--- config.mk ---
export PLATFORM = sky130hd
export DESIGN_NAME = cfeb_jtag_seq
export DESIGN_NICKNAME = d
export VERILOG_FILES = /design/src/rtl/cfeb_jtag_seq.sv
export SDC_FILE = /design/constraint.sdc
export NUM_CORES = 1
export LEC_CHECK = 0
export BUFFER_PORTS_ARGS = -buffer_cell sky130_fd_sc_hd__clkbuf_2
export CAP_MARGIN = 20
export CORE_MARGIN = 8
export CORE_UTILIZATION = 50
export CTS_CLUSTER_DIAMETER = 30
export DETAILED_ROUTE_END_ITERATION = 8
export HOLD_SLACK_MARGIN = 0.03
export PLACE_DENSITY = 0.68
export SLEW_MARGIN = 15
export SYNTH_ARGS = -nofsm -noshare
export SYNTH_HDL_FRONTEND = slang
export SYNTH_SLANG_ARGS = --single-unit
--- constraint.sdc ---
create_clock -name FASTCLK -period 4.9 [get_ports FASTCLK]
set_clock_uncertainty 0.2 [all_clocks]
set_input_delay 0.245 -clock FASTCLK [delete_from_list [all_inputs] [get_ports FASTCLK]]
set_output_delay 0.245 -clock FASTCLK [all_outputs]
set_load 0.1 [all_outputs]
--- src/rtl/cfeb_jtag_seq.sv ---
// CFEB JTAG scan sequencer: walks the selected CFEBs in ascending order,
// issuing a fixed 7-step command sequence per CFEB to the JTAG engine.
module cfeb_jtag_seq #(
    parameter int IR_LEN = 8,
    parameter int TMO    = 1023
) (
    input  logic        FASTCLK,
    input  logic        RST,
    input  logic        START,
    input  logic [4:0]  CFEB_MASK,
    input  logic [15:0] INSTR,
    input  logic        JTAG_DTACK_B,
    input  logic [15:0] JTAG_RDATA,
    input  logic [2:0]  RESULT_SEL,
    output logic        JTAG_DEVICE,
    output logic        JTAG_STROBE,
    output logic [9:0]  JTAG_COMMAND,
    output logic [15:0] JTAG_WDATA,
    output logic        BUSY,
    output logic        DONE,
    output logic        ERR,
    output logic [4:0]  VALID_MASK,
    output logic [31:0] RESULT
);

    typedef enum logic [2:0] {
        S_IDLE,
        S_SETUP,
        S_STRB,
        S_REL,
        S_NEXT,
        S_FIN
    } state_t;

    localparam logic [3:0]  IRL  = 4'(IR_LEN - 1);
    localparam logic [11:0] TLIM = 12'(TMO);

    state_t      state_q;
    state_t      state_d;
    logic [4:0]  mask_q;
    logic [15:0] instr_q;
    logic [2:0]  idx_q;
    logic [2:0]  step_q;
    logic [11:0] cnt_q;
    logic        err_q;
    logic [4:0]  valid_q;
    logic [9:0]  cmd_q;
    logic [15:0] wdata_q;
    logic        dev_q;
    logic [31:0] res_q [1:5];

    logic [2:0]  nxt_idx;
    logic        timeout;
    logic        ack;

    function automatic logic [4:0] onehot(input logic [2:0] i);
        onehot = (i == 3'd0) ? 5'd0 : (5'd1 << (i - 3'd1));
    endfunction

    // Lowest selected CFEB strictly above cur; 0 when none remain.
    function automatic logic [2:0] next_cfeb(
        input logic [4:0] m,
        input logic [2:0] cur
    );
        next_cfeb = 3'd0;
        for (int i = 5; i >= 1; i--) begin
            if (m[i-1] && (3'(i) > cur)) next_cfeb = 3'(i);
        end
    endfunction

    function automatic logic [9:0] step_cmd(input logic [2:0] s);
        unique case (s)
            3'd0:    step_cmd = 10'h008;
            3'd1:    step_cmd = 10'h006;
            3'd2:    step_cmd = {IRL, 6'd7};
            3'd3:    step_cmd = 10'h3C1;
            3'd4:    step_cmd = 10'h005;
            3'd5:    step_cmd = 10'h3C2;
            3'd6:    step_cmd = 10'h005;
            default: step_cmd = 10'h000;
        endcase
    endfunction

    function automatic logic [15:0] step_wdata(
        input logic [2:0]  s,
        input logic [2:0]  i,
        input logic [15:0] ins
    );
        unique case (s)
            3'd0:    step_wdata = {11'b0, onehot(i)};
            3'd2:    step_wdata = ins;
            default: step_wdata = 16'h0000;
        endcase
    endfunction

    assign nxt_idx = next_cfeb(mask_q, idx_q);
    assign ack     = ~JTAG_DTACK_B;
    assign timeout = (cnt_q == TLIM) &&
                     (state_q inside {S_SETUP, S_STRB, S_REL});

    always_ff @(posedge FASTCLK) begin
        if (RST) state_q <= S_IDLE;
        else     state_q <= state_d;
    end

    always_comb begin
        state_d = state_q;
        unique case (state_q)
            S_IDLE: begin
                if (START) state_d = S_NEXT;
            end
            S_NEXT: begin
                state_d = (nxt_idx != 3'd0) ? S_SETUP : S_FIN;
            end
            S_SETUP: begin
                if (timeout)           state_d = S_NEXT;
                else if (JTAG_DTACK_B) state_d = S_STRB;
            end
            S_STRB: begin
                if (timeout)  state_d = S_NEXT;
                else if (ack) state_d = S_REL;
            end
            S_REL: begin
                if (timeout) begin
                    state_d = S_NEXT;
                end else if (JTAG_DTACK_B) begin
                    state_d = (step_q == 3'd6) ? S_NEXT : S_SETUP;
                end
            end
            S_FIN:   state_d = S_IDLE;
            default: state_d = S_IDLE;
        endcase
    end

    always_comb begin
        JTAG_STROBE = (state_q == S_STRB);
        BUSY        = state_q inside {S_SETUP, S_STRB, S_REL, S_NEXT};
        DONE        = (state_q == S_FIN);
    end

    // Command, data and device only change on SETUP entry.
    always_ff @(posedge FASTCLK) begin
        if (RST) begin
            mask_q  <= '0;
            instr_q <= '0;
            idx_q   <= '0;
            step_q  <= '0;
            cnt_q   <= '0;
            err_q   <= 1'b0;
            valid_q <= '0;
            cmd_q   <= '0;
            wdata_q <= '0;
            dev_q   <= 1'b0;
            for (int i = 1; i <= 5; i++) res_q[i] <= '0;
        end else begin
            unique case (state_q)
                S_IDLE: begin
                    if (START) begin
                        mask_q  <= CFEB_MASK;
                        instr_q <= INSTR;
                        idx_q   <= 3'd0;
                        err_q   <= 1'b0;
                        valid_q <= '0;
                        for (int i = 1; i <= 5; i++) res_q[i] <= '0;
                    end
                end
                S_NEXT: begin
                    if (nxt_idx != 3'd0) begin
                        idx_q   <= nxt_idx;
                        step_q  <= 3'd0;
                        cnt_q   <= '0;
                        dev_q   <= 1'b1;
                        cmd_q   <= step_cmd(3'd0);
                        wdata_q <= step_wdata(3'd0, nxt_idx, instr_q);
                    end else begin
                        dev_q <= 1'b0;
                    end
                end
                S_SETUP, S_STRB, S_REL: begin
                    cnt_q <= cnt_q + 12'd1;
                    if (timeout) begin
                        err_q <= 1'b1;
                    end else if (state_q == S_STRB && ack) begin
                        if (step_q == 3'd4) begin
                            res_q[idx_q][15:0] <= JTAG_RDATA;
                        end
                        if (step_q == 3'd6) begin
                            res_q[idx_q][31:16] <= JTAG_RDATA;
                            valid_q <= valid_q | onehot(idx_q);
                        end
                    end else if (state_q == S_REL && JTAG_DTACK_B &&
                                 step_q != 3'd6) begin
                        step_q  <= step_q + 3'd1;
                        cnt_q   <= '0;
                        cmd_q   <= step_cmd(step_q + 3'd1);
                        wdata_q <= step_wdata(step_q + 3'd1, idx_q, instr_q);
                    end
                end
                default: begin
                end
            endcase
        end
    end

    always_comb begin
        unique case (RESULT_SEL)
            3'd1:    RESULT = res_q[1];
            3'd2:    RESULT = res_q[2];
            3'd3:    RESULT = res_q[3];
            3'd4:    RESULT = res_q[4];
            3'd5:    RESULT = res_q[5];
            default: RESULT = 32'h0;
        endcase
    end

    assign JTAG_DEVICE  = dev_q;
    assign JTAG_COMMAND = cmd_q;
    assign JTAG_WDATA   = wdata_q;
    assign ERR          = err_q;
    assign VALID_MASK   = valid_q;

endmodule

==> parameters.txt, run 1 <==
Parameter                              Value

Critical path
  Type of element capturing the critical path ... flip-flop
  Highest fanout seen on the critical path ... 34
  Startpoint class of the critical path ... flip-flop
  Critical path class ... reg2reg
  Data arrival, critical path ... 3.89 ns
  Required time of the worst setup path ... 5.11 ns

Die
  Area of the placeable core ... 0.0200 sq mm
  Total I/O pin count ... 112
  Die boundary width ... 158 um
  Site row count ... 52
  Die ar. ... 0.0250 sq mm
  Die Span Y ... 158 um
  Starting utilization of the core area ... 50.4%

STA
  Count of final hold-check violations ... 0
  Setup TNS ... 0 ns
  Achievable Freq ... 271 MHz
  Measured slew at the worst slew-check pin ... 1.01 ns
  Hold slack ... 0.104 ns
  Final-report max-slew violation count ... 0
  Endpoints failing setup ... 0
  Setup repair after global routing missed its margin ... no
  Headroom to the max-slew limit ... 32.2%
  Min Clock Period, post-route ... 3.69 ns
  Post-route clock period utilization ... 75.2%

Routing
  Via density per instance ... 5.51
  Post-route DRC violation count ... 0
  Antenna-violating nets left ... 0
  Iter 0 DRT Violations ... 563
  Detail-routed net length per standard cell ... 18.6 um
  Number of iterations in the first detailed-routing pass ... 5
  Routed vias ... 7692
  Wire length after detailed routing ... 26000 um

CTS
  H-tree level count ... 2
  Setup Fix Bufs, Post-CTS ... 0
  CTS tree ... built
  Bufs on Longest Clock Path ... 3
  Clock-pin slew on the worst setup and hold paths ... 0.05 ns
  Number of CTS-inserted buffers ... 41
  TritonCTS sink count ... 231
  Worst-skew pair later-pin latency ... 0.50 ns
  Clock tree root driver cell ... sky130_fd_sc_hd__clkbuf_16

Synth
  Post-Synthesis Cell Area ... 0.0101 sq mm
  Post-synthesis async set-or-reset flop share ... 0%
  Post-synthesis cell type with the largest combined area ... sky130_fd_sc_hd__edfxtp_1
  Post-synthesis instance total ... 947
  Synthesized flop and latch total ... 231
  Cells taking the most area after synthesis ... sky130_fd_sc_hd__edfxtp_1 (48%), sky130_fd_sc_hd__dfxtp_1 (14%), sky130_fd_sc_hd__nor2_1 (7.8%)
  Syn Area/Cell ... 10.7 sq um
  Yosys top cell area share ... 47.6%
  Number of distinct library cell variants in the gate-level netlist after synthesis ... 60
  Seq/Total Area, Yosys ... 61.7%
  Most instantiated flip-flop cell in the synthesis netlist ... sky130_fd_sc_hd__edfxtp_1
  Number of enable flip-flop cells after synthesis ... 160
  Ys Warns ... 0

Global route
  All-Layer GR Usage ... 21.2%
  Largest net degree at the start of global routing ... 55
  Number of antenna violations at the first check in global routing ... 1
  Wire length of the first global-routing pass ... 41200 um
  GRT Residual Overflow ... 0
  Vias in the first global route ... 7752

Place
  Global placer's final weighted congestion ... 0.877
  Port Buffer Count ... 109
  Estimated wirelength of the detail-placed design ... 15600 um

Layout
  Ratio of cells with drive above 1 in the final layout ... 19.5%
  Most common library cell in the layout ignoring fill and taps ... sky130_fd_sc_hd__nor2_1
  Most frequent cells in the layout ... sky130_fd_sc_hd__nor2_1 (211), sky130_fd_sc_hd__edfxtp_1 (160), sky130_fd_sc_hd__nand2_1 (120)
  Final layout net count ... 1149
  Syn-to-layout area delta ... 24.6%

Hold path
  Path type of the worst min-delay path ... in2reg

Run status
  Run status ... finished clean

Flow run
  Max-Cap Viols ... 0

Power and ir drop
  Pwr Density ... 536 mW/mm^2
  Pleak ... 4.75 nW
  Worst vdd rail ir drop ... 0.455 mV
repair_timing:
item                                    in CTS  in global routing
endpoints found under the setup margin       0                  0
hold buffers                                39                  0
hold endpoints to repair                   161                  0
gates resized for setup                      0                  0
state kept, by name, summed over array words and instances, names as in the netlist:
register / flops
step_q: 3
cnt_q: 12
state_q: 3
res_q: 160
JTAG_COMMAND: 6
ERR: 1
JTAG_WDATA: 16
mask_q: 5
instr_q: 16
JTAG_DEVICE: 1
idx_q: 3
VALID_MASK: 5
where the power goes:
part | internal (mW) | switching, mW
Sequential | 2.46 | 0.143
Clock | 1.77 | 0.908
Combinational | 0.356 | 1.11
Total | 4.59 | 2.16
logic make-up after synthesis:
group | after synthesis | synth area share, %
other cells | 1 | 0.0371
flops | 231 | 61.7
mux | 38 | 3.80
compound gates | 160 | 10.5
xor+xnor | 11 | 0.954
simple gates | 425 | 18.6
buf+inv | 72 | 3.33
fa+ha+maj | 9 | 1.12
routing by layer:
layer  vias to the layer above  wire [um]  GRT usage [%]
li1                       3658          -              -
met3                        43       1910           4.59
met5                         -          0              0
met4                         0        451           6.78
met1                      3714      10900           26.3
met2                       277      12700           36.3
cell usage after synthesis (6+ instances only):
library cell and instances:
sky130_fd_sc_hd__xor2_1 6, sky130_fd_sc_hd__a221o_1 31, sky130_fd_sc_hd__nand2_1 120, sky130_fd_sc_hd__nor3_1 8, sky130_fd_sc_hd__a211oi_1 6, sky130_fd_sc_hd__dfxtp_1 71
sky130_fd_sc_hd__edfxtp_1 160, sky130_fd_sc_hd__buf_2 19, sky130_fd_sc_hd__nor2_1 211, sky130_fd_sc_hd__nor3b_1 10, sky130_fd_sc_hd__nand3_1 17, sky130_fd_sc_hd__o21ai_0 56
sky130_fd_sc_hd__clkbuf_1 36, sky130_fd_sc_hd__a22o_1 6, sky130_fd_sc_hd__nand2b_1 16, sky130_fd_sc_hd__ha_1 9, sky130_fd_sc_hd__a21oi_1 37, sky130_fd_sc_hd__mux2i_1 35
stage by stage:
step	utilization (%)	power (mW)	cell area, sq um	worst slack [ns]	std cells
final	62.8	6.74	12600	1.21	1395
after detailed placement	54.2	4.07	10900	1.28	1284
after floorplan	-	3.76	10100	1.19	948
after global routing	62.8	7.01	12600	0.899	1395
after global placement	54.2	4.05	10900	1.41	1284
after CTS	62.8	6.78	12600	1.25	1394
layout make-up:
type                       count  area (sq um)
inverter                       5          18.8
clock buffer                  52          1160
tap                          270           338
antenna                        1          2.50
timing repair buffer         172          1120
sequential                   231          6230
fill                        1620          7460
multi-input combinational    645          3550
clock inverter                19           168
worst paths after layout:
check              start               to  slack, ns  cells past startpoint
max             idx_q[2]    JTAG_WDATA[0]       1.21                     10
min                  RST  JTAG_COMMAND[1]       0.10                      3
max reg2reg     idx_q[2]    JTAG_WDATA[0]       1.21                     10
min reg2reg  instr_q[10]      instr_q[10]       0.25                      2
worst max-delay path, cell delays in order, from the launching register on:
cell,delay [ns]
sky130_fd_sc_hd__dfxtp_1,0.55
sky130_fd_sc_hd__nor3b_1,0.61
sky130_fd_sc_hd__o21a_1,0.22
sky130_fd_sc_hd__nor3_1,0.06
sky130_fd_sc_hd__ha_1,0.26
sky130_fd_sc_hd__or4b_1,0.67
sky130_fd_sc_hd__o21ai_0,0.13
sky130_fd_sc_hd__and3b_1,0.21
sky130_fd_sc_hd__buf_4,0.33
sky130_fd_sc_hd__nor2_1,0.08
sky130_fd_sc_hd__a311oi_1,0.27
Power figures use the tool's default switching activity.
==> run 2, diff against run 1 <==
- clock period: 4.9 -> 3.4 ns (I/O delays scaled with it)
==> parameters.txt, run 2 (same netlist as run 1, synthesis figures left out) <==
Parameter                              Value

Run status
  Run status ... finished clean

Critical path
  Master of the slowest instance on the critical path ... sky130_fd_sc_hd__dfxtp_1
  Data arrival, critical path ... 3.37 ns (-0.52 ns)
  Capture point of the worst reg-to-reg path ... JTAG_WDATA[1]
  Number of buffer and inverter stages on the critical path ... 1 (unchanged)
  Worst reg2reg setup slack ... 0.24 ns (-0.98 ns)
  Worst setup endpoint ... JTAG_WDATA[1]
  Total number of cells along the worst setup path ... 11 (+1)
  Critical Path Start ... idx_q[2]
  Cell family contributing the most delay on the critical path ... simple AND/OR/NAND/NOR gates
  Critical path class ... reg2reg
  Critical Path, Cell by Cell ... nor2_1 -> o21a_1 -> or2_2 -> a21o_1 -> ha_1 -> or4b_1 -> o21ai_0 -> and3b_1 -> buf_12 -> nor2_1 -> a311oi_1
  Required time of the worst setup path ... 3.61 ns (-1.50 ns)
  Type of element capturing the critical path ... flip-flop
  Delay contributed by the slowest stage of the critical path ... 0.55 ns (-0.12 ns)
  Most prevalent standard cell on the critical path ... sky130_fd_sc_hd__nor2_1
  Startpoint of the worst register-to-register path ... idx_q[2]
  FF-to-FF path depth ... 11 (+1)
  Startpoint class of the critical path ... flip-flop
  Highest fanout seen on the critical path ... 34 (unchanged)

CTS
  H-tree level count ... 2 (unchanged)
  Number of CTS-inserted buffers ... 40 (-2.4%)
  Setup Fix Bufs, Post-CTS ... 0 (unchanged)
  Bufs on Longest Clock Path ... 3 (unchanged)
  CTS tree ... built
  Clock-pin slew on the worst setup and hold paths ... 0.05 ns (about the same)
  Worst-skew pair later-pin latency ... 0.52 ns (+0.02 ns)
  Clock tree root driver cell ... sky130_fd_sc_hd__clkbuf_16
  TritonCTS sink count ... 231 (unchanged)

Flow run
  Max-Cap Viols ... 0 (unchanged)

Power and ir drop
  Pwr Density ... 771 mW/mm^2 (+44%)
  Pleak ... 4.95 nW (+4.2%)
  Final Power ... 10.2 mW (+51%)
  Worst vdd rail ir drop ... 0.620 mV (+36%)

Global route
  Vias in the first global route ... 7783 (+0.40%)
  Wire length of the first global-routing pass ... 41200 um (+0.17%)
  Largest net degree at the start of global routing ... 55 (unchanged)
  All-Layer GR Usage ... 21.1% (-0.13 points)
  Number of antenna violations at the first check in global routing ... 0 (-1)
  GRT Residual Overflow ... 0 (unchanged)

Layout
  Count of inserted antenna diode cells ... 0 (-1)
  Final layout net count ... 1160 (+0.96%)
  Most flops, register ... res_q
  Flip-flop count of the largest register, all copies and words added ... 160 (unchanged)
  Most common library cell in the layout ignoring fill and taps ... sky130_fd_sc_hd__nor2_1
  Most frequent cells in the layout ... sky130_fd_sc_hd__nor2_1 (211), sky130_fd_sc_hd__edfxtp_1 (160), sky130_fd_sc_hd__nand2_1 (120)
  Ratio of cells with drive above 1 in the final layout ... 20.1% (+0.64 points)
  Syn-to-layout area delta ... 31.0%

Place
  Estimated wirelength of the detail-placed design ... 15900 um (+1.9%)
  Global placer's final weighted congestion ... 0.812 (-7.3%)
  Port Buffer Count ... 109 (unchanged)

STA
  Measured slew at the worst slew-check pin ... 0.801 ns (-0.214 ns)
  Achievable Freq ... 316 MHz (+17%)
  Endpoints failing setup ... 0 (unchanged)
  Final-report max-slew violation count ... 0 (unchanged)
  Setup repair after global routing missed its margin ... no
  Setup TNS ... 0 ns (unchanged)
  Min Clock Period, post-route ... 3.16 ns (-0.523 ns)
  Count of final hold-check violations ... 0 (unchanged)
  Headroom to the max-slew limit ... 46.5% (+14 points)
  Post-route clock period utilization ... 93.1% (+18 points)

Die
  Area of the placeable core ... 0.0200 sq mm (unchanged)
  Starting utilization of the core area ... 50.4% (unchanged)
  Die ar. ... 0.0250 sq mm (unchanged)
  Die Span Y ... 158 um (unchanged)
  Site row count ... 52 (unchanged)
  Total I/O pin count ... 112 (unchanged)
  Die boundary width ... 158 um (unchanged)

Hold path
  Path type of the worst min-delay path ... in2reg
  Startpoint of the most critical hold path ... RST

Routing
  Detail-routed net length per standard cell ... 18.6 um (about the same)
  Number of iterations in the first detailed-routing pass ... 5 (unchanged)
  Iter 0 DRT Violations ... 570 (+1.2%)
  Antenna-violating nets left ... 0 (unchanged)
  Via density per instance ... 5.46 (-0.97%)
  Wire length after detailed routing ... 26200 um (+1.0%)
  Post-route DRC violation count ... 0 (unchanged)
  Routed vias ... 7688 (-0.052%)
==> run 2: report_power, final <==
| part | internal (mW) | leakage (nW) | switching [mW] |
|---|---|---|---|
| logic | 0.740 | 1.97 | 1.66 |
| registers | 3.55 | 2.31 | 0.187 |
| clock network | 2.74 | 0.665 | 1.32 |
==> run 2: worst reg2reg max path, stage by stage, from the launching register on <==
cell,delay [ns]
sky130_fd_sc_hd__dfxtp_1,0.55
sky130_fd_sc_hd__nor2_1,0.10
sky130_fd_sc_hd__o21a_1,0.12
sky130_fd_sc_hd__or2_2,0.31
sky130_fd_sc_hd__a21o_1,0.16
sky130_fd_sc_hd__ha_1,0.23
sky130_fd_sc_hd__or4b_1,0.53
sky130_fd_sc_hd__o21ai_0,0.09
sky130_fd_sc_hd__and3b_1,0.26
sky130_fd_sc_hd__buf_12,0.21
sky130_fd_sc_hd__nor2_1,0.07
sky130_fd_sc_hd__a311oi_1,0.24
==> run 2: final cells by class <==
cell class              instances  area [sq um]
clock inverters                24           322
clock buffers                  49          1060
flip-flops and latches        231          6230
well taps                     270           338
repair buffers                184          1710
inverters                       5          18.8
multi-input cells             645          3550
fillers                      1546          6810
==> run 2: worst min-delay path by stage <==
stage                                 end  cells after the start
after floorplan                instr_q[0]                      2
after global placement         instr_q[6]                      3
after detailed placement      instr_q[10]                      3
after CTS                 JTAG_COMMAND[1]                      3
after global routing             cnt_q[1]                      3
final                            cnt_q[1]                      3
==> run 2: what timing repair did <==
| item | in CTS | in global routing |
|---|---|---|
| hold buffers | 40 | 0 |
| resized for setup | 0 | 0 |
| hold endpoints to repair | 185 | 0 |
==> run 2: per-layer routing <==
layer	routed length (um)	share of wire [%]	vias up	GRT usage [%]
li1	-	-	3677	-
met1	10600	41	3680	26.1
met2	13300	51	293	36.6
met3	1910	7.3	38	4.61
met4	406	1.5	0	5.48
met5	0	0	-	0
==> run 2: through the flow <==
stage	std cells	util [%]	worst slack (ns)	area [sq um]	hold WS, ns
5_1_grt	1408	66.0	0.0541	13200	0.0674
3_5_place_dp	1295	57.1	0.276	11400	0.200
2_1_floorplan	948	-	0.108	10100	0.106
4_1_cts	1408	66.0	0.239	13200	0.0360
3_3_place_gp	1295	57.1	0.316	11400	0.198
6_report	1408	66.0	0.236	13200	0.0469
==> run 3, diff against run 2 <==
--- a/config.mk
+++ b/config.mk
@@ -13,5 +13,6 @@
 export DETAILED_ROUTE_END_ITERATION = 8
 export HOLD_SLACK_MARGIN = 0.03
-export PLACE_DENSITY = 0.68
+export PLACE_DENSITY = 0.71
+export SKIP_CTS_REPAIR_TIMING = 1
 export SLEW_MARGIN = 15
 export SYNTH_ARGS = -nofsm -noshare
==> constraint.sdc (replaced) <==
create_clock -name FASTCLK -period 3.4 [get_ports FASTCLK]
set_clock_uncertainty 0.2 [all_clocks]
set_input_delay 0.51 -clock FASTCLK [delete_from_list [all_inputs] [get_ports FASTCLK]]
set_output_delay 0.51 -clock FASTCLK [all_outputs]
set_load 0.1 [all_outputs]
==> parameters.txt, run 3 (same netlist as run 1, synthesis figures left out) <==
Parameter                              Value

Critical path
  FF-to-FF path depth ... 11 (unchanged)
  Required time of the worst setup path ... 3.56 ns (-0.05 ns)
  Capture point of the worst reg-to-reg path ... step_q[2]
  Type of element capturing the critical path ... flip-flop
  Highest fanout seen on the critical path ... 33 (-2.9%)
  Worst reg2reg setup slack ... 0.26 ns (+0.03 ns)
  Critical path class ... reg2reg
  Startpoint class of the critical path ... flip-flop
  Startpoint of the worst register-to-register path ... idx_q[0]
  Data arrival, critical path ... 3.30 ns (-0.07 ns)

Layout
  Fin cells ... 1382 (-1.8%)
  Share of the core filled with cells in the final layout ... 65.0% (-1.0 points)
  Flip-flop count of the largest register, all copies and words added ... 160 (unchanged)
  Most common library cell in the layout ignoring fill and taps ... sky130_fd_sc_hd__nor2_1
  Final layout net count ... 1132 (-2.4%)
  Syn-to-layout area delta ... 28.9%
  Most flops, register ... res_q
  Ratio of cells with drive above 1 in the final layout ... 21.8% (+1.7 points)
  Number of fill cells ... 1528 (-1.2%)
  Most frequent cells in the layout ... sky130_fd_sc_hd__nor2_1 (211), sky130_fd_sc_hd__edfxtp_1 (160), sky130_fd_sc_hd__nand2_1 (120)

STA
  Setup TNS ... 0 ns (unchanged)
  Min Clock Period, post-route ... 3.14 ns (-0.0269 ns)
  Setup repair after global routing missed its margin ... no
  Post-route clock period utilization ... 92.3% (-0.79 points)
  Measured slew at the worst slew-check pin ... 0.790 ns (-0.0110 ns)
  Headroom to the max-slew limit ... 46.9% (+0.44 points)
  Count of final hold-check violations ... 0 (unchanged)
  Final-report max-slew violation count ... 0 (unchanged)
  Achievable Freq ... 319 MHz (+0.86%)
  Endpoints failing setup ... 0 (unchanged)

Die
  Area of the placeable core ... 0.0200 sq mm (unchanged)
  Total I/O pin count ... 112 (unchanged)
  Die Span Y ... 158 um (unchanged)
  Starting utilization of the core area ... 50.4% (unchanged)
  Die boundary width ... 158 um (unchanged)
  Site row count ... 52 (unchanged)
  Die ar. ... 0.0250 sq mm (unchanged)

Power and ir drop
  Proportion of total power due to net switching ... 30.5% (-0.54 points)
  Pleak ... 4.88 nW (-1.5%)
  Sequential share of power ... 36.0% (-0.6 points)
  Worst vdd rail ir drop ... 0.638 mV (+2.9%)
  Relative contribution of combinational cells to total power ... 22.9% (-0.6 points)
  Clock share of power ... 41.1% (+1.3 points)
  Net Sw Power ... 3.17 mW (about the same)
  Pwr Density ... 798 mW/mm^2 (+3.5%)
  P_int ... 7.22 mW (+2.6%)
  Final Power ... 10.4 mW (+1.8%)

Run status
  Run status ... finished clean

Global route
  GRT Residual Overflow ... 0 (unchanged)
  Number of antenna violations at the first check in global routing ... 2 (+2)
  Most Crowded Layer GR ... met2
  Global-route met3 utilization ... 5.92% (+1.3 points)
  Largest net degree at the start of global routing ... 55 (unchanged)
  Vias in the first global route ... 7673 (-1.4%)
  All-Layer GR Usage ... 20.5% (-0.61 points)
  Wire length of the first global-routing pass ... 40000 um (-3.0%)
  GR Layer Usage met2 ... 33.7% (-2.9 points)
  Met1 track demand over resource ... 25.2% (-0.91 points)

Routing
  Antenna-violating nets left ... 0 (unchanged)
  Iter 0 DRT Violations ... 723 (+27%)
  Detail-routed net length per standard cell ... 18.6 um (about the same)
  Post-route DRC violation count ... 0 (unchanged)
  Routed vias ... 7739 (+0.66%)
  Via density per instance ... 5.60 (+2.6%)
  Wire length after detailed routing ... 25700 um (-1.8%)
  Number of iterations in the first detailed-routing pass ... 5 (unchanged)

Place
  Estimated wirelength of the detail-placed design ... 16100 um (+1.6%)
  Global placer's final weighted congestion ... 0.849 (+4.5%)
  Placed cell count ... 1301 (+0.46%)
  Port Buffer Count ... 109 (unchanged)

Hold path
  Hold Path End ... instr_q[12]
  Path type of the worst min-delay path ... in2reg
  WHS Path Cells ... 3 (unchanged)
  Startpoint of the most critical hold path ... INSTR[12]

CTS
  Bufs on Longest Clock Path ... 3 (unchanged)
  H-tree level count ... 2 (unchanged)
  CTS tree ... built
  Number of CTS-inserted buffers ... 40 (unchanged)
  Worst-skew pair later-pin latency ... 0.51 ns (about the same)
  TritonCTS sink count ... 231 (unchanged)
  Clock tree root driver cell ... sky130_fd_sc_hd__clkbuf_16
  Clock-pin slew on the worst setup and hold paths ... 0.05 ns (about the same)

Flow run
  Max-Cap Viols ... 0 (unchanged)
==> run 3: cell types whose count changed in the layout (fill, tap and decap cells not counted), moves of 2 or more <==
cell / before / now
sky130_fd_sc_hd__clkinv_1: 2 / 5
sky130_fd_sc_hd__dfxtp_2: 0 / 2
sky130_fd_sc_hd__inv_6: 2 / 0
sky130_fd_sc_hd__clkbuf_1: 8 / 3
sky130_fd_sc_hd__buf_4: 32 / 38
sky130_fd_sc_hd__bufinv_16: 7 / 9
sky130_fd_sc_hd__dlygate4sd3_1: 40 / 6
sky130_fd_sc_hd__dfxtp_1: 71 / 69
sky130_fd_sc_hd__clkinv_4: 0 / 2
==> run 3: per-stage QoR <==
step / setup slack [ns] / hold slack, ns / area, sq um
2_1_floorplan: 0.108 / 0.236 / 10100
3_3_place_gp: 0.233 / 0.243 / 11500
4_1_cts: 0.125 / -0.00350 / 12900
6_report: 0.263 / 0.0201 / 13000
3_5_place_dp: 0.190 / 0.247 / 11500
5_1_grt: 0.0734 / 0.0310 / 13000
==> run 3: routing by layer <==
layer  vias to the layer above  part of all wire (%)
met3                        61                   9.1
li1                       3613                     -
met5                         -                 0.085
met4                         4                   2.4
met2                       325                    48
met1                      3736                    40
==> run 3: power by group through the flow <==
| stage | registers (mW) | clock network, mW | logic [mW] |
|---|---|---|---|
| global placement | 3.77 | 0 | 2.36 |
| CTS | 3.74 | 4.32 | 2.38 |
| floorplan | 3.97 | 0 | 1.46 |
| finish | 3.75 | 4.27 | 2.38 |
| detailed placement | 3.78 | 0 | 2.37 |
| global route | 3.79 | 4.45 | 2.53 |
==> run 3: worst max path at each step <==
stage | startpoint | end | slack [ns] | depth (start not counted)
after floorplan | state_q[1] | res_q[3][0] | 0.11 | 6
after global placement | idx_q[2] | step_q[2] | 0.23 | 11
after detailed placement | idx_q[0] | step_q[2] | 0.19 | 11
after CTS | idx_q[2] | cnt_q[9] | 0.12 | 11
after global routing | idx_q[1] | step_q[2] | 0.07 | 11
final | idx_q[0] | step_q[2] | 0.26 | 11
==> run 3: layout make-up <==
cell class	count	area (sq um)	share of cell area, %
tap	270	338	2.59
clock buffer	45	1060	8.16
timing repair buffer	156	1420	10.9
clock inverter	29	390	3.00
multi-input combinational	645	3560	27.4
inverter	5	18.8	0.144
antenna	1	2.50	0.0192
sequential	231	6230	47.8
==> run 3: worst max-delay path, stage by stage (launching register included) <==
cell                      delay (ns)
sky130_fd_sc_hd__dfxtp_2        0.41
sky130_fd_sc_hd__nor2b_1        0.07
sky130_fd_sc_hd__o21a_1         0.18
sky130_fd_sc_hd__or2_2          0.31
sky130_fd_sc_hd__a21o_1         0.16
sky130_fd_sc_hd__ha_1           0.23
sky130_fd_sc_hd__or4b_1         0.49
sky130_fd_sc_hd__o21ai_0        0.08
sky130_fd_sc_hd__and3b_1        0.32
sky130_fd_sc_hd__buf_12         0.21
sky130_fd_sc_hd__or2_4          0.21
sky130_fd_sc_hd__o32ai_1        0.11
